**config.mk**
```make
export PLATFORM = sky130hd
export DESIGN_NAME = pe_psum_collector
export DESIGN_NICKNAME = d
export VERILOG_FILES = /design/src/rtl/pe_psum_collector.sv
export SDC_FILE = /design/constraint.sdc
export NUM_CORES = 1
export LEC_CHECK = 0
export ABC_AREA = 1
export CORE_MARGIN = 8
export CORE_UTILIZATION = 60
export DETAILED_ROUTE_END_ITERATION = 16
export GPL_TIMING_DRIVEN = 0
export MAX_ROUTING_LAYER = met4
export PLACE_DENSITY = 0.82
export SLEW_MARGIN = 40
export SYNTH_ARGS = -nofsm -noshare
export SYNTH_HDL_FRONTEND = slang
export SYNTH_SLANG_ARGS = --single-unit
```
**constraint.sdc**
```tcl
create_clock -name clk -period 5.6 [get_ports clk]
set_input_delay 1.12 -clock clk [delete_from_list [all_inputs] [get_ports clk]]
set_output_delay 1.12 -clock clk [all_outputs]
set_load 0.05 [all_outputs]
```
**src/rtl/pe_psum_collector.sv**
```systemverilog
// pe_psum_collector
// Receive side of the PE interface: takes partial sums from the PE over a
// valid/ready handshake, buffers them in a first-word-fall-through FIFO and
// forwards them downstream. Each tile ends with a last flag and a done pulse.
// Optional build macro PSUM_RELU_EN: negative psums are written into the FIFO
// as zero instead of bit-exact.

module pe_psum_collector #(
    parameter int DATA_WIDTH = 16,
    parameter int FIFO_DEPTH = 8,
    parameter int CNT_WIDTH  = 8
) (
    input  logic                        clk,
    input  logic                        rst,
    input  logic                        start,
    input  logic [CNT_WIDTH-1:0]        tile_len,
    input  logic [DATA_WIDTH-1:0]       psum_data_P2M,
    input  logic                        psum_valid_P2M,
    output logic                        psum_ready_M2P,
    output logic [DATA_WIDTH-1:0]       out_data,
    output logic                        out_valid,
    input  logic                        out_ready,
    output logic                        out_last,
    output logic                        busy,
    output logic                        done,
    output logic                        drop_err,
    output logic [$clog2(FIFO_DEPTH):0] fifo_level
);

    localparam int AW = $clog2(FIFO_DEPTH);
    localparam int LW = AW + 1;
    localparam int EW = DATA_WIDTH + 1;
    localparam logic [LW-1:0]        LEVEL_FULL = LW'(FIFO_DEPTH);
    localparam logic [LW-1:0]        LEVEL_ONE  = LW'(1);
    localparam logic [AW-1:0]        PTR_ONE    = AW'(1);
    localparam logic [CNT_WIDTH-1:0] CNT_ONE    = CNT_WIDTH'(1);

    typedef enum logic [1:0] {
        IDLE    = 2'd0,
        COLLECT = 2'd1,
        DRAIN   = 2'd2,
        DONE    = 2'd3
    } state_t;

    state_t                state_q, state_d;
    logic [CNT_WIDTH-1:0]  remaining_q, remaining_d;
    logic [AW-1:0]         wr_ptr_q, wr_ptr_d;
    logic [AW-1:0]         rd_ptr_q, rd_ptr_d;
    logic [LW-1:0]         level_q, level_d;
    logic                  drop_err_q, drop_err_d;
    logic [EW-1:0]         mem_q [FIFO_DEPTH];

    logic                  accept;
    logic                  pop;
    logic                  last_in;
    logic [DATA_WIDTH-1:0] wr_data;
    logic [EW-1:0]         head;

    // Handshake and output view, all derived from registered state so the PE never sees a combinational loop
    assign psum_ready_M2P = (state_q == COLLECT) && (level_q < LEVEL_FULL);
    assign accept         = psum_valid_P2M && psum_ready_M2P;
    assign out_valid      = (level_q != '0);
    assign pop            = out_valid && out_ready;
    assign head           = mem_q[rd_ptr_q];
    assign out_data       = out_valid ? head[DATA_WIDTH-1:0] : '0;
    assign out_last       = out_valid && head[EW-1];
    assign busy           = (state_q != IDLE);
    assign done           = (state_q == DONE);
    assign drop_err       = drop_err_q;
    assign fifo_level     = level_q;
    assign last_in        = (remaining_q == CNT_ONE);

    // Value written into the FIFO; the optional clamp sits here so it costs no extra cycle
    always_comb begin
`ifdef PSUM_RELU_EN
        wr_data = psum_data_P2M[DATA_WIDTH-1] ? '0 : psum_data_P2M;
`else
        wr_data = psum_data_P2M;
`endif
    end

    // Next-state logic for the tile FSM, the FIFO pointers/level and the drop pulse
    always_comb begin
        state_d     = state_q;
        remaining_d = remaining_q;
        wr_ptr_d    = wr_ptr_q;
        rd_ptr_d    = rd_ptr_q;
        level_d     = level_q;
        drop_err_d  = (state_q == IDLE) && psum_valid_P2M;

        case (state_q)
            IDLE: begin
                if (start && (tile_len != '0)) begin
                    state_d     = COLLECT;
                    remaining_d = tile_len;
                end
            end
            COLLECT: begin
                if (accept) begin
                    remaining_d = remaining_q - CNT_ONE;
                    if (last_in) begin
                        state_d = DRAIN;
                    end
                end
            end
            DRAIN: begin
                if (pop && out_last) begin
                    state_d = DONE;
                end
            end
            DONE: begin
                state_d = IDLE;
            end
            default: begin
                state_d = IDLE;
            end
        endcase

        if (accept) begin
            wr_ptr_d = wr_ptr_q + PTR_ONE;
        end
        if (pop) begin
            rd_ptr_d = rd_ptr_q + PTR_ONE;
        end
        if (accept && !pop) begin
            level_d = level_q + LEVEL_ONE;
        end else if (!accept && pop) begin
            level_d = level_q - LEVEL_ONE;
        end
    end

    // Control registers; reset abandons any open tile and empties the FIFO
    always_ff @(posedge clk) begin
        if (rst) begin
            state_q     <= IDLE;
            remaining_q <= '0;
            wr_ptr_q    <= '0;
            rd_ptr_q    <= '0;
            level_q     <= '0;
            drop_err_q  <= 1'b0;
        end else begin
            state_q     <= state_d;
            remaining_q <= remaining_d;
            wr_ptr_q    <= wr_ptr_d;
            rd_ptr_q    <= rd_ptr_d;
            level_q     <= level_d;
            drop_err_q  <= drop_err_d;
        end
    end

    // FIFO payload storage; stale contents are harmless because the output is masked when empty
    always_ff @(posedge clk) begin
        if (accept) begin
            mem_q[wr_ptr_q] <= {last_in, wr_data};
        end
    end

endmodule

```
-- Yosys cells after proc, flatten, opt, wreduce, memory -nomap -nowiden
Memories as Yosys holds them, arrays and structs flattened. A register that Yosys moved wholly into a read port is not among the register bits.
Index checks and enable logic that the tools add are counted.
- bits in registers: 21
- latch bits: 0
- RAM bits: 136
- memory bits (read-only): 0
- input port bits: 29
- output and inout port bits: 26
- word-level logic and storage cells: 55
- memories kept: 1
- add/subtract/negate cells: 5
- multiply operators: 0
- div/mod/pow operators: 0
- magnitude comparators: 1
- eq/ne operators: 8
- shifts and indexed selects: 0
- multiplexer cells: 15
- bitwise logic cells: 0
- reductions and logical operators: 19
- memory list (name ; words ; bits a word ; rd ports ; clocked after memory_dff ; write ports ; line ; text):
    mem_q ; 8 ; 17 ; 1 ; 1 ; 1 ; 51 ; logic [EW-1:0] mem_q [FIFO_DEPTH];
- operators with widths (cell ; number):
    $mux W16 ; 1
    $mux W8 ; 2
    $pmux W8 S2 ; 1
    $logic_and A1 B1 Y1 ; 9
    $eq A8 B1 Y1 const B ; 1
    $mux W2 ; 4
    $mux W4 ; 2
    $pmux W2 S4 ; 1
    $reduce_bool A8 Y1 ; 1
    $sub A8 B1 Y8 const B ; 1
    $add A3 B1 Y3 const B ; 2
    $mux W3 ; 2
    $ne A2 B2 Y1 const B ; 3
    $reduce_bool A2 Y1 ; 3
    $add A4 B1 Y4 const B ; 1
    $eq A2 B2 Y1 const B ; 2
    $lt A4 B4 Y1 const B ; 1
    $reduce_and A4 Y1 ; 1
    $reduce_bool A4 Y1 ; 1
    $sub A4 B1 Y4 const B ; 1
    $reduce_and A3 Y1 ; 1
    $eq A2 B1 Y1 const B ; 1
    $logic_not A1 Y1 ; 2
    $logic_not A2 Y1 ; 1
    other kinds (2) ; 3

-- Logic depth before layout (Yosys ltp)
Gate-level depths: netlist of the first run.
- depth in word-level cells: 7
- gate-level depth with buffers: 16
- depth with buffers taken out: 16

-- Least setup slack after synthesis of the first run
Ideal clock, no wire load.
- kind: register -> output
- start: register level_q[3], in the netlist fifo_level[3]
- end: output port out_data[10]
- arrival time: 2.187 ns
- data required time: 4.480 ns
- setup slack: 2.293 ns
- cell stages (with the launch flop): 7
- path buffers: 2
- cells stage by stage: dfxtp_1 inv_1 nand3_1 clkbuf_2 buf_2 o21ai_1 nor2_1
- longest elaborated chain between the ends: 2
- ends and longest elaborated chain (item ; line ; text):
    start, declared ; 49 ; logic [LW-1:0] level_q, level_d;
    start signal, assigned ; 146 ; level_q <= level_d;
    $reduce_bool A4 Y1 ; 62 ; assign out_valid = (level_q != '0);
    via out_valid ; 21 ; output logic out_valid,
    $mux W16 ; 65 ; assign out_data = out_valid ? head[DATA_WIDTH-1:0] : '0;
    end, declared ; 20 ; output logic [DATA_WIDTH-1:0] out_data,
The timed path passes the listed nets, and every way through them passes these cells.

==> metrics.md, run 1 <==
| Metric | Value |
|---|---|
| Clock Skew | `7.050 ps` |
| Worst Setup End Kind | `output pin` |
| First-pass GRT wire length | `25.89 mm` |
| Die area | `0.01496 mm2` |
| Final net count | `717` |
| Multiplexer share of the synthesized area | `0%` |
| P_sw | `1.831 mW` |
| Initial DRC Count | `473` |
| Synth cell types | `35` |
| Final setup viols | `0` |
| Flip-flop and latch area | `0.004564 mm2` |
| Cells after DPL | `799` |
| Combinational power share | `42.5%` |
| Compound-Gate Fraction of Synth Area | `11.06%` |
| Initial antenna violation count | `0` |
| Simple-Gate Fraction of Synth Area | `14.08%` |
| FP Rows | `39` |
| Die height | `122.3 um` |
| Cell count after synthesis | `597` |
| Worst-Margin Slew | `693.4 ps` |
| WHS Path Cells | `2` |
| Vias post-DR | `4960` |
| WS Path Type | `reg2out` |
| Pwr Total | `4.532 mW` |
| Period minus WS final | `4178 ps` |
| Final wirelength | `16.70 mm` |
| Mapped Avg Cell Area | `11.36 um2` |
| Share of layout cells above drive strength 1 | `11.48%` |
| Post-layout util | `73.40%` |
| Clk Latency, worst-skew pair | `430 ps` |
| Synth area leader | `edfxtp_1` |
| Fill cells | `711` |
| ANT cells | `0` |
| Cell Count, Final, Fillers Out | `831` |
| F_max | `239.4 MHz` |
| Post-detail-place hpwl | `10.51 mm` |
| Bufs on Longest Clock Path | `2` |
| Area share of the largest cell type after synthesis | `60.24%` |
| Synth Flop Type | `edfxtp_1` |
| Sequential element share of the synthesized area | `67.33%` |
| EDFF count, synth | `136` |
| Hold Fails Final Rpt | `0` |
| Area contributors post-synth | `edfxtp_1 (60%), nor2_1 (9.1%), dfxtp_1 (7.1%), o21ai_0 (3.9%), o32ai_1 (3.9%)` |
| Num CTS Buffers | `17` |
| Post-CTS setup buffers | `0` |
| Relative slew slack | `53.77%` |
| TNS Setup | `0 ps` |
| Area after DPL | `0.007635 mm2` |
| Share of power burned in registers | `32.0%` |
| Largest net degree at the start of global routing | `18` |
| Arrival time worst endpoint | `3060 ps` |
| RSZ-0062 raised after global routing | `false` |
| Power per Cell Area | `550.1 mW/mm2` |
| Largest family of logic cells by synthesized area | `simple AND/OR/NAND/NOR gates` |
| Post-route ant nets | `0` |
| CTS tree | `yes` |
| IO buf count | `53` |
| Total of max-cap violations | `0` |
| RR Startpoint | `state_q[1]$_SDFFE_PP0P_` |
| GRT overflow | `0` |
| Sw Ratio | `40.40%` |
| Post-CTS sizing | `0` |
| Mapped Nets | `639` |
| Reg2Reg Setup Slack | `3180 ps` |
| Worst Reg-to-Reg Cells | `15` |
| Outcome | `finished clean` |
| Crit Path Max Fanout | `10` |
| Internal | `2.701 mW` |
| Startpoint Class | `register` |
| Tcrit/Tclk final | `74.61%` |
| Core Box Area | `0.01122 mm2` |
| Maximum VDD drop | `0.3544 mV` |
| Post-synthesis adder-cell area fraction | `2.510%` |
| Mapped cell area | `0.006779 mm2` |
| Worst r2r dst | `fifo_level[3]$_SDFFE_PP0P_` |
| DRC | `0` |
| Design area | `0.008238 mm2` |
| Most frequent cells after synthesis | `nor2_1 (165), edfxtp_1 (136), o21ai_0 (53)` |
| Die Wd | `122.3 um` |
| Hold_ws | `484.0 ps` |
| # IOs | `55` |
| Starting Density | `60.40%` |
| First drt pass iteration count | `6` |
| Clock power frac | `25.5%` |
| Setup WS pre-CTS | `2021 ps` |
| Critical path destination | `out_data[5]` |
| Yosys warning count | `0` |
| Vias per inst | `5.969` |
| Area Growth Syn to Fin | `21.52%` |
| Placer Congestion | `0.8635` |
| CTS hold repair buffers | `0` |
| Vias in the first global route | `5154` |
| Most frequent cell after synthesis | `nor2_1` |
| Multi-input gate area in the final layout | `0.001961 mm2` |
| Xor-xnor portion of the synthesized cell area | `0.3876%` |
| Worst-path clk slew | `60 ps` |
| Worst hold path type | `reg2reg` |
| Total track usage | `23.90%` |
| WP data required | `4480 ps` |
| #FFs+latches synth | `160` |
| Htree depth | `4` |
| CTS Root Cell | `clkbuf_16` |
| Clock Sinks | `160` |
| Setup WS post-layout | `1422 ps` |
| FFs w/ async S/R, synth | `0%` |
| Final slew viol count | `0` |
| Routed wire per std cell | `20.10 um` |
| Leakage power total | `2.961 nW` |
-- how the worst min path moves through the flow --
stage	from	endpoint	slack [ps]
floorplan	rd_ptr_q[2]$_SDFFE_PP0P_	register	430
global placement	rd_ptr_q[2]$_SDFFE_PP0P_	rd_ptr_q[2]$_SDFFE_PP0P_	450
detailed placement	rd_ptr_q[2]$_SDFFE_PP0P_	rd_ptr_q[2]$_SDFFE_PP0P_	460
CTS	rd_ptr_q[2]$_SDFFE_PP0P_	register	470
global route	rd_ptr_q[2]$_SDFFE_PP0P_	register	490
finish	rd_ptr_q[2]$_SDFFE_PP0P_	register	480
-- state kept, by name, summed over array words and instances (netlist names), named ones only --
| register | flops |
|---|---|
| mem_q | 136 |
| wr_ptr_q | 3 |
| drop_err | 1 |
| state_q | 2 |
| rd_ptr_q | 3 |
| remaining_q | 8 |
| fifo_level | 4 |
-- cell usage in the layout (no fill, tap or decap), types with 3 or more instances in the layout --
cell type	instances
nor2_1	157
edfxtp_1	136
o21ai_0	53
clkdlybuf4s50_1	53
nand2_1	42
inv_1	33
o32ai_1	30
dfxtp_1	24
clkbuf_16	19
a21oi_1	18
nand3_1	13
clkbuf_1	12
o21ai_1	12
ha_1	12
nor2_4	10
buf_2	9
buf_6	6
buf_8	5
buf_4	4
clkinv_4	4
nand2_2	3
-- per-layer routing --
metal / vias up / global-route usage (%) / part of all wire (%) / wire length [um]
met4: 0 / 13.94 / 3.8 / 635
met2: 280 / 38.20 / 50 / 8300
met5: - / - / 0 / 0
met3: 54 / 5.704 / 8.4 / 1401
met1: 2368 / 27.16 / 38 / 6365
li1: 2258 / - / - / -
-- worst max-delay path, cell delays in order (launching register included) --
cell and delay [ps]:
dfxtp_1 410, buf_4 210, clkbuf_1 430, o21ai_0 240, o32ai_1 230, nor2_1 80
nor2_1 190, clkdlybuf4s50_1 830
-- power groups by stage --
stage          logic [mW]  registers, mW  clock network [mW]
2_1_floorplan        1.27           1.50                   0
3_3_place_gp         1.82           1.47                   0
3_5_place_dp         1.89           1.47                   0
4_1_cts              1.91           1.45                1.16
5_1_grt              2.07           1.46                1.20
6_report             1.93           1.45                1.16
-- final cells by class --
type / instances / area share (%)
sequential: 160 / 55.41
multi-input combinational: 371 / 23.80
buffer: 31 / 2.217
tap: 143 / 2.172
inverter: 35 / 1.595
clock inverter: 10 / 1.170
clock buffer: 22 / 6.151
timing repair buffer: 59 / 7.488
-- kinds of logic (layout without fill, tap and decap cells) --
group	count (synthesis)	in the layout
adder cells (fa/ha/maj)	13	13
AO/OA/AOI/OAI	120	120
AND/OR/NAND/NOR	235	235
flip-flops	160	160
XOR/XNOR	3	3
buffers and inverters	66	157
(Power assumes the default switching activity.)
==> inputs of run 2 (changes only) <==
CORE_UTILIZATION = 58   (was 60)
PLACE_DENSITY = 0.8   (was 0.82)
clock period = 4.4 ns   (was 5.6 ns; I/O delays follow)
==> metrics.md, run 2 (same netlist as run 1, synthesis figures left out) <==
| Metric | Value |
|---|---|
| Critical path destination | `out_data[7]` |
| RR Startpoint | `state_q[1]$_SDFFE_PP0P_` |
| Vias in the first global route | `4904 (-4.9%)` |
| CP Buf/Inv Count | `3 (unchanged)` |
| Die area | `0.01540 mm2 (+3.0%)` |
| Routed wire per std cell | `19.80 um (-1.5%)` |
| Period minus WS final | `3839 ps` |
| Clock power frac | `23.3% (-2.2 points)` |
| DRC | `0 (unchanged)` |
| Post-detail-place hpwl | `10.66 mm (+1.5%)` |
| WS Path Type | `reg2out` |
| IO buf count | `53 (unchanged)` |
| Vias per inst | `5.895 (-1.2%)` |
| Largest net degree at the start of global routing | `18 (unchanged)` |
| Share of layout cells above drive strength 1 | `9.913% (-1.6 points)` |
| Worst-path clk slew | `60 ps (about the same)` |
| Bufs on Longest Clock Path | `2 (unchanged)` |
| WP data required | `3520 ps (-960 ps)` |
| Die Wd | `124.1 um (+1.5%)` |
| Maximum VDD drop | `0.6044 mV (+71%)` |
| Family with the most delay on the worst path | `buffers and inverters` |
| Relative slew slack | `53.96% (+0.19 points)` |
| Htree depth | `4 (unchanged)` |
| Clock Sinks | `160 (unchanged)` |
| Core Box Area | `0.01142 mm2 (+1.7%)` |
| Post-CTS setup buffers | `0 (unchanged)` |
| Pwr Total | `5.581 mW (+23%)` |
| Initial DRC Count | `602 (+27%)` |
| Worst Setup End Kind | `output pin` |
| Internal | `3.326 mW (+23%)` |
| First-pass GRT wire length | `25.02 mm (-3.4%)` |
| WL met3 | `1.263 mm (-9.9%)` |
| Total of max-cap violations | `0 (unchanged)` |
| Hold Fails Final Rpt | `0 (unchanged)` |
| Post-CTS sizing | `0 (unchanged)` |
| Total track usage | `22.76% (-1.1 points)` |
| Final setup viols | `0 (unchanged)` |
| F_max | `260.5 MHz` |
| Power per Cell Area | `687.3 mW/mm2 (+25%)` |
| Reg2Reg Setup Slack | `1860 ps (-1320 ps)` |
| Commonest cells after routing, fill and taps aside | `nor2_1 (157), edfxtp_1 (136), o21ai_0 (53), clkdlybuf4s50_1 (53), nand2_1 (42)` |
| Worst hold path type | `reg2reg` |
| Wl on met1 | `6.154 mm (-3.3%)` |
| Largest register FFs | `136 (unchanged)` |
| CTS Root Cell | `clkbuf_16` |
| CP max stage cell | `clkdlybuf4s50_1` |
| Worst-Margin Slew | `690.6 ps (-2.822 ps)` |
| Max Used Layer | `met4` |
| Sw Ratio | `40.41% (about the same)` |
| Initial antenna violation count | `0 (unchanged)` |
| Starting Density | `59.37% (-1.0 points)` |
| Hold_ws | `470.7 ps (-13.34 ps)` |
| Cells after DPL | `797 (-0.25%)` |
| GRT overflow | `0 (unchanged)` |
| Outcome | `finished clean` |
| Post-route ant nets | `0 (unchanged)` |
| Placer Congestion | `0.8151 (-5.6%)` |
| Final net count | `715 (-0.28%)` |
| Final slew viol count | `0 (unchanged)` |
| Most common cell after layout, fill and taps aside | `nor2_1` |
| Num CTS Buffers | `17 (unchanged)` |
| Cell Count, Final, Fillers Out | `829 (-0.24%)` |
| Worst stage delay on the critical path | `820 ps (about the same)` |
| Share of power burned in registers | `33.1% (+1.1 points)` |
| Clk Latency, worst-skew pair | `420 ps (about the same)` |
| CTS hold repair buffers | `0 (unchanged)` |
| Met2 WL | `8.443 mm (+1.7%)` |
| Critical path, cell by cell | `buf_4 > clkbuf_1 > o21ai_0 > o32ai_1 > o21ai_1 > nor2_1 > clkdlybuf4s50_1` |
| Worst r2r dst | `fifo_level[3]$_SDFFE_PP0P_` |
| Startpoint Class | `register` |
| Leakage power total | `2.893 nW (-2.3%)` |
| Tcrit/Tclk final | `87.25%` |
| P_sw | `2.256 mW (+23%)` |
| Worst Reg-to-Reg Cells | `15 (unchanged)` |
| Die height | `124.1 um (+1.5%)` |
| Clock Skew | `6.176 ps (-0.8743 ps)` |
| WP depth | `7 (unchanged)` |
| RSZ-0062 raised after global routing | `false` |
| Reg with most FFs | `mem_q` |
| Combinational power share | `43.5% (+1.0 points)` |
| # IOs | `55 (unchanged)` |
| Vias post-DR | `4887 (-1.5%)` |
| First drt pass iteration count | `5 (-1)` |
| FP Rows | `39 (unchanged)` |
| Fill cells | `789 (+11%)` |
| TNS Setup | `0 ps (unchanged)` |
| ANT cells | `0 (unchanged)` |
| Arrival time worst endpoint | `2960 ps (-100 ps)` |
| CTS tree | `yes` |
| Crit Path Max Fanout | `10 (unchanged)` |
| Area Growth Syn to Fin | `19.79%` |
| Final wirelength | `16.41 mm (-1.7%)` |
-- run 2: final cells by class --
| class | count | area, um2 | area share [%] |
|---|---|---|---|
| Buffer | 31 | 182.7 | 2.250 |
| Clock inverter | 9 | 67.56 | 0.8320 |
| Sequential cell | 160 | 4564 | 56.21 |
| Timing Repair Buffer | 57 | 586.8 | 7.227 |
| Inverter | 35 | 131.4 | 1.618 |
| Tap cell | 143 | 178.9 | 2.203 |
| Clock buffer | 23 | 447.9 | 5.516 |
| Multi-Input combinational cell | 371 | 1961 | 24.14 |
-- run 2: worst min path at each step --
stage / depth (start not counted) / startpoint / endpoint / slack (ps)
after floorplan: 2 / rd_ptr_q[2]$_SDFFE_PP0P_ / register / 430
after global placement: 2 / rd_ptr_q[2]$_SDFFE_PP0P_ / register / 450
after detailed placement: 2 / rd_ptr_q[2]$_SDFFE_PP0P_ / register / 460
after CTS: 2 / rd_ptr_q[2]$_SDFFE_PP0P_ / rd_ptr_q[2]$_SDFFE_PP0P_ / 470
after global routing: 2 / rd_ptr_q[2]$_SDFFE_PP0P_ / rd_ptr_q[2]$_SDFFE_PP0P_ / 490
final: 2 / rd_ptr_q[2]$_SDFFE_PP0P_ / rd_ptr_q[2]$_SDFFE_PP0P_ / 470
-- run 2: per-stage QoR --
step	instance area (um2)	utilization (%)	worst slack, ps
2_1_floorplan	6779	-	1333
3_3_place_gp	7488	65.58	883.7
3_5_place_dp	7605	66.60	1148
4_1_cts	8120	71.12	585.7
5_1_grt	8120	71.12	474.8
6_report	8120	71.12	560.8
-- run 2: layer usage --
layer,track usage [%],vias to the layer above
met1,24.79,2335
met3,5.077,52
li1,-,2259
met4,13.75,0
met2,37.55,241
met5,-,-
-- run 2: power groups by stage --
stage | Clock [mW] | Combinational (mW) | Sequential [mW]
6_report | 1.30 | 2.43 | 1.85
5_1_grt | 1.38 | 2.59 | 1.86
4_1_cts | 1.31 | 2.42 | 1.85
3_5_place_dp | 0 | 2.39 | 1.88
3_3_place_gp | 0 | 2.31 | 1.87
2_1_floorplan | 0 | 1.62 | 1.91
-- run 2: worst register-to-register path, delay by kind of cell (launching register included) --
| kind | cells | cell delay, ps |
|---|---|---|
| adders and majority gates | 3 | 650 |
| and+or+nand+nor | 4 | 380 |
| DFF | 1 | 390 |
| AOI/OAI and AO/OA | 4 | 580 |
| buffers and inverters | 4 | 440 |
==> inputs of run 3 (changes only) <==
SLEW_MARGIN = 20   (was 40)
==> metrics.md, run 3 (same netlist as run 1, synthesis figures left out) <==
| Metric | Value |
|---|---|
| Num CTS Buffers | `17 (unchanged)` |
| WHS Path Cells | `2 (unchanged)` |
| Post-CTS setup buffers | `0 (unchanged)` |
| Maximum VDD drop | `0.6199 mV (+2.6%)` |
| Worst Setup End Kind | `output pin` |
| WL met3 | `1.472 mm (+17%)` |
| CTS hold repair buffers | `0 (unchanged)` |
| CTS Root Cell | `clkbuf_16` |
| Leakage power total | `2.955 nW (+2.1%)` |
| Area after DPL | `0.007621 mm2 (+0.21%)` |
| Die height | `124.1 um (unchanged)` |
| Area Growth Syn to Fin | `20.97%` |
| Hold Fails Final Rpt | `0 (unchanged)` |
| Met2 WL | `7.958 mm (-5.7%)` |
| Worst hold path type | `reg2reg` |
| Vias post-DR | `4841 (-0.94%)` |
| Post-route ant nets | `0 (unchanged)` |
| Largest net degree at the start of global routing | `17 (-1)` |
| TNS Setup | `0 ps (unchanged)` |
| First-pass GRT wire length | `24.80 mm (-0.88%)` |
| Worst r2r dst | `fifo_level[3]$_SDFFE_PP0P_` |
| Max Used Layer | `met4` |
| Share of layout cells above drive strength 1 | `11.30% (+1.4 points)` |
| Total track usage | `22.57% (-0.20 points)` |
| Power per Cell Area | `689.0 mW/mm2 (+0.24%)` |
| Final slew viol count | `0 (unchanged)` |
| Final wirelength | `15.83 mm (-3.5%)` |
| F_max | `265.7 MHz (+2.0%)` |
| Total of max-cap violations | `0 (unchanged)` |
| WP depth | `7 (unchanged)` |
| Worst Reg-to-Reg Cells | `15 (unchanged)` |
| Post-CTS sizing | `0 (unchanged)` |
| Wl on met1 | `5.954 mm (-3.2%)` |
| Largest register FFs | `136 (unchanged)` |
| Design area | `0.008200 mm2 (+0.99%)` |
| WS Path Type | `reg2out` |
| Final net count | `719 (+0.56%)` |
| Placer Congestion | `0.8151 (unchanged)` |
| Clk Latency, worst-skew pair | `430 ps (about the same)` |
| Crit Path Max Fanout | `10 (unchanged)` |
| IO buf count | `53 (unchanged)` |
| Commonest cells after routing, fill and taps aside | `nor2_1 (157), edfxtp_1 (136), o21ai_0 (53), clkdlybuf4s50_1 (53), nand2_1 (42)` |
| GRT overflow | `0 (unchanged)` |
| Clock Skew | `6.729 ps (+0.5534 ps)` |
| Relative slew slack | `55.07% (+1.1 points)` |
| FP Rows | `39 (unchanged)` |
| Worst stage delay on the critical path | `820 ps (about the same)` |
| Initial DRC Count | `631 (+4.8%)` |
| Period minus WS final | `3764 ps (-74.95 ps)` |
| Reg with most FFs | `mem_q` |
| Vias per inst | `5.812 (-1.4%)` |
| Die area | `0.01540 mm2 (unchanged)` |
| Die Wd | `124.1 um (unchanged)` |
| WP data required | `3520 ps (about the same)` |
| Arrival time worst endpoint | `2880 ps (-80 ps)` |
| Core Box Area | `0.01142 mm2 (unchanged)` |
| Initial antenna violation count | `0 (unchanged)` |
| Vias in the first global route | `4898 (-0.12%)` |
| CTS tree | `yes` |
| Bufs on Longest Clock Path | `2 (unchanged)` |
| Final setup viols | `0 (unchanged)` |
| Critical path, cell by cell | `buf_4 > clkbuf_1 > o21ai_0 > o32ai_1 > o21ai_1 > nor2_1 > clkdlybuf4s50_1` |
| Setup WS pre-CTS | `1152 ps (+4.330 ps)` |
| Routed wire per std cell | `19.01 um (-4.0%)` |
| Hold_sp | `rd_ptr_q[2]$_SDFFE_PP0P_` |
| Setup WS post-layout | `635.8 ps (+74.95 ps)` |
| Family with the most delay on the worst path | `buffers and inverters` |
| First drt pass iteration count | `5 (unchanged)` |
| CP max stage cell | `clkdlybuf4s50_1` |
| DRC | `0 (unchanged)` |
| Worst-Margin Slew | `673.9 ps (-16.73 ps)` |
| Post-detail-place hpwl | `10.90 mm (+2.2%)` |
| Clock Sinks | `160 (unchanged)` |
| Most common cell after layout, fill and taps aside | `nor2_1` |
| Worst-path clk slew | `60 ps (about the same)` |
| CP Buf/Inv Count | `3 (unchanged)` |
| Pwr Total | `5.650 mW (+1.2%)` |
| Post-layout util | `71.82% (+0.70 points)` |
| Outcome | `finished clean` |
| # IOs | `55 (unchanged)` |
| Tcrit/Tclk final | `85.55% (-1.7 points)` |
| Reg2Reg Setup Slack | `1900 ps (+40 ps)` |
| ANT cells | `0 (unchanged)` |
| RSZ-0062 raised after global routing | `false` |
| Htree depth | `4 (unchanged)` |
| RR Startpoint | `state_q[1]$_SDFFE_PP0P_` |
| Startpoint Class | `register` |
| Starting Density | `59.37% (unchanged)` |
==> run 3: layout make-up <==
class	count	area [um2]
Sequential cell	160	4564
Inverter	35	131.4
Tap cell	143	178.9
Buffer	31	182.7
Fill cell	787	3218
Multi-Input combinational cell	371	1921
Clock buffer	29	561.8
Timing Repair Buffer	61	643.1
Clock inverter	3	17.52
==> run 3: stage by stage <==
| step | hold WS [ps] | std cells |
|---|---|---|
| final | 477.4 | 833 |
| after global routing | 500.9 | 833 |
| after CTS | 472.3 | 833 |
| after detailed placement | 464.2 | 801 |
| after global placement | 449.7 | 793 |
| after floorplan | 433.4 | 597 |
==> run 3: routing by layer <==
metal	GRT usage [%]	up-vias
met5	-	-
met4	12.27	0
met3	5.712	40
met2	36.84	258
met1	25.01	2281
li1	-	2262
==> run 3: worst max path at each step <==
stage / from / end / slack (ps)
floorplan: fifo_level[3]$_SDFFE_PP0P_ / out_data[10] / 1330
global placement: psum_valid_P2M / mem_q[0][14]$_DFFE_PP_ / 880
detailed placement: register / out_data[14] / 1150
CTS: register / out_data[11] / 660
global route: register / out_data[13] / 460
finish: register / out_data[7] / 640
==> run 3: report_power, final <==
group          switching, mW  leakage [nW]  internal (mW)
logic                   1.61          1.25          0.795
clock network          0.542         0.285          0.859
registers             0.0810          1.42           1.76
total                   2.23          2.96           3.42
==> run 3: worst reg2reg max path: cells and delay by family, from the launching register on <==
kind | cells | cell delay (ps)
AND/OR/NAND/NOR | 4 | 360
AO/OA/AOI/OAI | 4 | 540
adder cells (fa/ha/maj) | 3 | 670
flip-flops | 1 | 390
buffers and inverters | 4 | 450
==> patch 1, RTL diff (config.mk and constraints of run 2) <==
Put one more register stage on the output `drop_err`. The value now appears one clock later. The other outputs are not delayed to match.
--- a/src/rtl/pe_psum_collector.sv
+++ b/src/rtl/pe_psum_collector.sv
@@ -66,7 +66,9 @@
     assign out_last       = out_valid && head[EW-1];
     assign busy           = (state_q != IDLE);
     assign done           = (state_q == DONE);
-    assign drop_err       = drop_err_q;
+    always_ff @(posedge clk) begin
+        drop_err <= drop_err_q;
+    end
     assign fifo_level     = level_q;
     assign last_in        = (remaining_q == CNT_ONE);
 
Behaviour: not the same (Yosys sat finds a counterexample within 4 cycles, from zero or initial values and one cycle with rst high).
==> patch 1 against run 2 <==
  * Area after synthesis down 0.28%
  * Highest routed layer unchanged
  * Cell area increased by 0.60%
  * Power grew 2.8%
  * Clock skew shrank 1.4 ps
  * Critical endpoint is now out_data[5]
  * Sequential cell count rose by 1
  * Count of clock-buffer cells in the layout down 2
  * Worst setup slack worse by 22 ps
  * Non-clock buffer count down 1
  * Wire length is 0.70% lower
==> patch 1: results <==
outcome:
  outcome: "finished, final reports clean"
synth:
  synthTopCellsByArea: "edfxtp_1 60%, nor2_1 9.2%, dfxtp_1 7.4%, o32ai_1 4.1%, o21ai_0 3.3%"
  yosysSeqAreaShare_pct: 67.8
  synth_edf_count: 136
  yosys.cell_types.count: 34
  synthTopCellsByCount: "165 x nor2_1, 136 x edfxtp_1, 44 x o21ai_0, 39 x nand2_1, 32 x o32ai_1"
  ys_async_sr_fraction_pct: 0
  ys_warn_count: 0
  syn_nets: 639
  ys.flop_type: "edfxtp_1"
  synthCells: 597
hold_path:
  hold_path_class: "flip-flop to flip-flop"
route:
  drt_wl_total_um: 16300
  final_antenna_net_count: 0
  first_iter_violations: 546
  via_per_inst: 5.85
  drtPass1Iterations: 4
  routedWlPerCell_um: 19.7
final_layout:
  layout.nets: 715
  fill_cells: 766
  num_antenna_cells: 0
  drive_gt1_share_pct: 10.3
  largest_reg_flops: 136
  regMostFlops: "mem_q"
worst_setup_path:
  critPathMaxFanout: 10
  cp_slowest_cell: "clkdlybuf4s50_1"
  worstPathArrival_ps: 2980
  critical-path-top-delay-family: "buffers and inverters"
  r2r_slack_ps: 1920
  slowest_delay_ps: 830
clocking:
  h-tree-depth: 4
  clk_pin_slew_ps: 60
  root_buffer: "clkbuf_16"
  cts_buffer_depth: 2
  clkLatencyLatePin_ps: 430
  cts_made_buffers: 17
  cts-resized-gates: 0
  post_cts_buffers: 0
placed_design:
  io_buffer_count: 53
  dp.cells: 797
  hpwlAfterDp_um: 10500
  gp_congestion: 0.858
global_route:
  grt_usage_pct: 23.1
  grt_max_degree: 18
  grt_pass1_wl_um: 25500
  antenna_found_initial: 0
  grt_pass1_vias: 4903
power:
  leakagePower_nw: 2.90
  vdd_ir_drop_max_mv: 0.546
timing:
  maxSlewHeadroom_pct: 58.1
  fin_skew_ps: 4.79
[patch 1: cell count changes after synthesis, moves of 3 or more]
cell,delta
inv_1,-6
inv_2,+8
nand2_1,-3
o21ai_0,-9
o21ai_1,+12
[patch 1: where the power goes]
group	leakage (nW)	total [mW]	switching, mW	internal (mW)
Sequential	1.43	1.86	0.0894	1.77
Clock	0.272	1.46	0.571	0.886
Combinational	1.19	2.42	1.63	0.784
[patch 1: worst paths after layout]
| path | start | to | cells past startpoint |
|---|---|---|---|
| worst max-delay path | flip-flop | out_data[5] | 7 |
| worst min-delay path | drop_err_q | drop_err | 0 |
| worst max register to register | state_q[1] | fifo_level[3] | 15 |
| worst min register to register | drop_err_q | drop_err | 0 |
[patch 1: kinds of logic after synthesis]
family	after synthesis	share of synthesized area, %
adder cells (fa/ha/maj)	13	2.52
flip-flops	161	67.8
AO/OA/AOI/OAI	123	11.2
buffers and inverters	67	4.44
AND/OR/NAND/NOR	230	13.6
XOR/XNOR	3	0.389
[patch 1: metrics by stage]
| stage | area [um2] | hold slack, ps | setup slack [ps] |
|---|---|---|---|
| 6_report | 8170 | 327 | 539 |
| 2_1_floorplan | 6760 | 310 | 1010 |
| 3_3_place_gp | 7470 | 320 | 966 |
| 4_1_cts | 8170 | 329 | 547 |
| 3_5_place_dp | 7590 | 315 | 1070 |
| 5_1_grt | 8170 | 336 | 356 |
[patch 1: area by class of cell]
class	instances	area, um2	area share, %
Multi-Input combinational cell	369	1940	23.7
Clock inverter	11	139	1.70
Sequential cell	161	4580	56.1
Clock buffer	21	440	5.39
Inverter	37	139	1.70
Tap cell	143	179	2.19
Timing Repair Buffer	57	591	7.23
Buffer	30	161	1.98
[patch 1: metal layers]
| layer | vias up | global-route usage, % | part of all wire, % |
|---|---|---|---|
| li1 | 2259 | - | - |
| met1 | 2336 | 26.7 | 39 |
| met2 | 220 | 38.1 | 51 |
| met3 | 38 | 4.76 | 7.1 |
| met4 | 0 | 11.0 | 2.4 |
| met5 | - | - | 0 |
[patch 1: worst register-to-register path: stages, from the launching register on]
cell and delay [ps]:
dfxtp_1 370, inv_1 90, ha_1 250, inv_2 180, nor2_4 60, nand2_4 100, inv_2 60, ha_1 210
inv_1 120, ha_1 240, a21oi_1 140, nor2_1 60, o21ai_0 140, nand3_1 100, o21ai_0 180, a21oi_1 60
==> patch 2, RTL diff (flow settings as in run 2) <==
Made on the original files. Build with the macro `PSUM_RELU_EN` defined.
--- a/src/rtl/pe_psum_collector.sv
+++ b/src/rtl/pe_psum_collector.sv
@@ -4,6 +4,8 @@
 // forwards them downstream. Each tile ends with a last flag and a done pulse.
 // Optional build macro PSUM_RELU_EN: negative psums are written into the FIFO
 // as zero instead of bit-exact.
+
+`define PSUM_RELU_EN
 
 module pe_psum_collector #(
     parameter int DATA_WIDTH = 16,
Check against the original RTL: not equivalent (Yosys sat finds a counterexample within 4 cycles, from zero or initial values and one cycle with rst high).
==> patch 2 against run 2 <==
  * Clock power rose by 9%
  * Fmax rose by 2.7%
  * Cell area fell by 2.2%
  * Worst setup slack improved by 100 ps
  * Power fell by 1.7%
  * Global-route usage rose by 0.29 points
  * Core utilization fell by 0.39 points
  * Wire length fell by 2.2%
  * Sequential cell count fell by 8
  * Area after synthesis fell by 3.4%
  * Sequential power fell by 5%
  * Sequential share of layout area fell by 1.7 points
  * Largest cell class unchanged
==> patch 2: results <==
clocking:
  h-tree-depth: 4
  cts_made_buffers: 17
  root_buffer: "clkbuf_16"
  clkLatencyLatePin_ps: 420
  post_cts_buffers: 0
worst_setup_path:
  r2r_slack_ps: 1910
  ff2ff_path_depth: 15
  timing.rr.end: "fifo_level[3]"
  rr_startpoint: "state_q[1]"
  crit_path_end: "out_data[1]"
  cp_slowest_cell: "clkdlybuf4s50_1"
  worstPathArrival_ps: 2860
  path_class: "flip-flop to primary output"
  critical-path-top-delay-family: "buffers and inverters"
final_layout:
  drive_gt1_share_pct: 9.99
  regMostFlops: "mem_q"
  layout.nets: 730
  largest_reg_flops: 128
  num_antenna_cells: 0
synth:
  yosysSeqAreaShare_pct: 66.1
  yosys.cell_types.count: 35
  ys_warn_count: 0
  synth_edf_count: 128
  synthTopCellsByCount: "168 x nor2_1, 128 x edfxtp_1, 57 x o21ai_0, 51 x inv_1, 39 x nand2_1"
  synthTopCellsByArea: "edfxtp_1 59%, nor2_1 9.6%, dfxtp_1 7.3%, o21ai_0 4.4%, o32ai_1 4.0%"
  ys_async_sr_fraction_pct: 0
  syn_nets: 651
power:
  vdd_ir_drop_max_mv: 0.468
  leakagePower_nw: 2.92
outcome:
  outcome: "finished, final reports clean"
timing:
  worst_slew_pin_slew_ps: 666
  max_freq_ghz: 0.268
  fin_skew_ps: 12.0
placed_design:
  gp_congestion: 0.891
  pre_cts_ws_ps: 1120
  io_buffer_count: 53
  hpwlAfterDp_um: 10500
route:
  via_per_inst: 5.87
  routedWlPerCell_um: 19.0
  first_iter_violations: 691
  drtPass1Iterations: 5
global_route:
  antenna_found_initial: 0
  grt_pass1_vias: 4909
  grt_pass1_wl_um: 25200
  grt_usage_pct: 23.1
  grt_max_degree: 17
hold_path:
  hold_path_class: "flip-flop to flip-flop"
==> patch 2: worst min path at each step <==
stage                            from     endpoint  depth (start not counted)  slack [ps]
after floorplan           rd_ptr_q[2]    flip-flop                          2         430
after global placement    rd_ptr_q[2]  rd_ptr_q[2]                          2         450
after detailed placement  rd_ptr_q[2]  rd_ptr_q[2]                          2         450
after CTS                 rd_ptr_q[2]    flip-flop                          2         470
after global routing      rd_ptr_q[2]    flip-flop                          2         510
final                     rd_ptr_q[2]  rd_ptr_q[2]                          2         470
==> patch 2: cells by family (layout without fill, tap and decap cells) <==
logic type	after synthesis	after routing	share of synthesized area [%]
compound gates	119	119	11.0
xor+xnor	1	1	0.134
fa+ha+maj	13	13	2.60
buf+inv	83	175	5.29
flops	152	152	66.1
other cells	1	1	0.0573
simple gates	240	240	14.9
==> patch 2: area by class of cell <==
class,count,area [um2]
fillers,769,3290
flip-flops and latches,152,4320
repair buffers,60,578
well taps,143,179
inverters,53,201
plain buffers,30,145
multi-input cells,374,1930
clock inverters,13,146
clock buffers,19,433
==> patch 2: tightest hold or removal path, stage by stage (launching register included) <==
cell	delay [ps]
dfxtp_1	310
inv_1	50
a21oi_1	70
==> patch 2: power by group <==
group / internal (mW) / leakage [nW] / switching (mW)
clock network: 0.840 / 0.267 / 0.577
logic: 0.736 / 1.29 / 1.57
registers: 1.68 / 1.37 / 0.0815
total: 3.25 / 2.92 / 2.23
==> patch 2: through the flow <==
stage	hold WS [ps]	cell area (um2)	std cells	util [%]
floorplan	433	6550	609	-
finish	474	7940	844	70.7
CTS	473	7940	844	70.7
global route	508	7940	844	70.7
detailed placement	455	7360	812	65.6
global placement	445	7260	805	64.6
==> patch 2: routing by layer <==
layer,routed length (um),global-route usage [%]
met4,269,9.75
met1,6330,27.0
met5,0,-
met2,8140,37.9
met3,1320,5.11
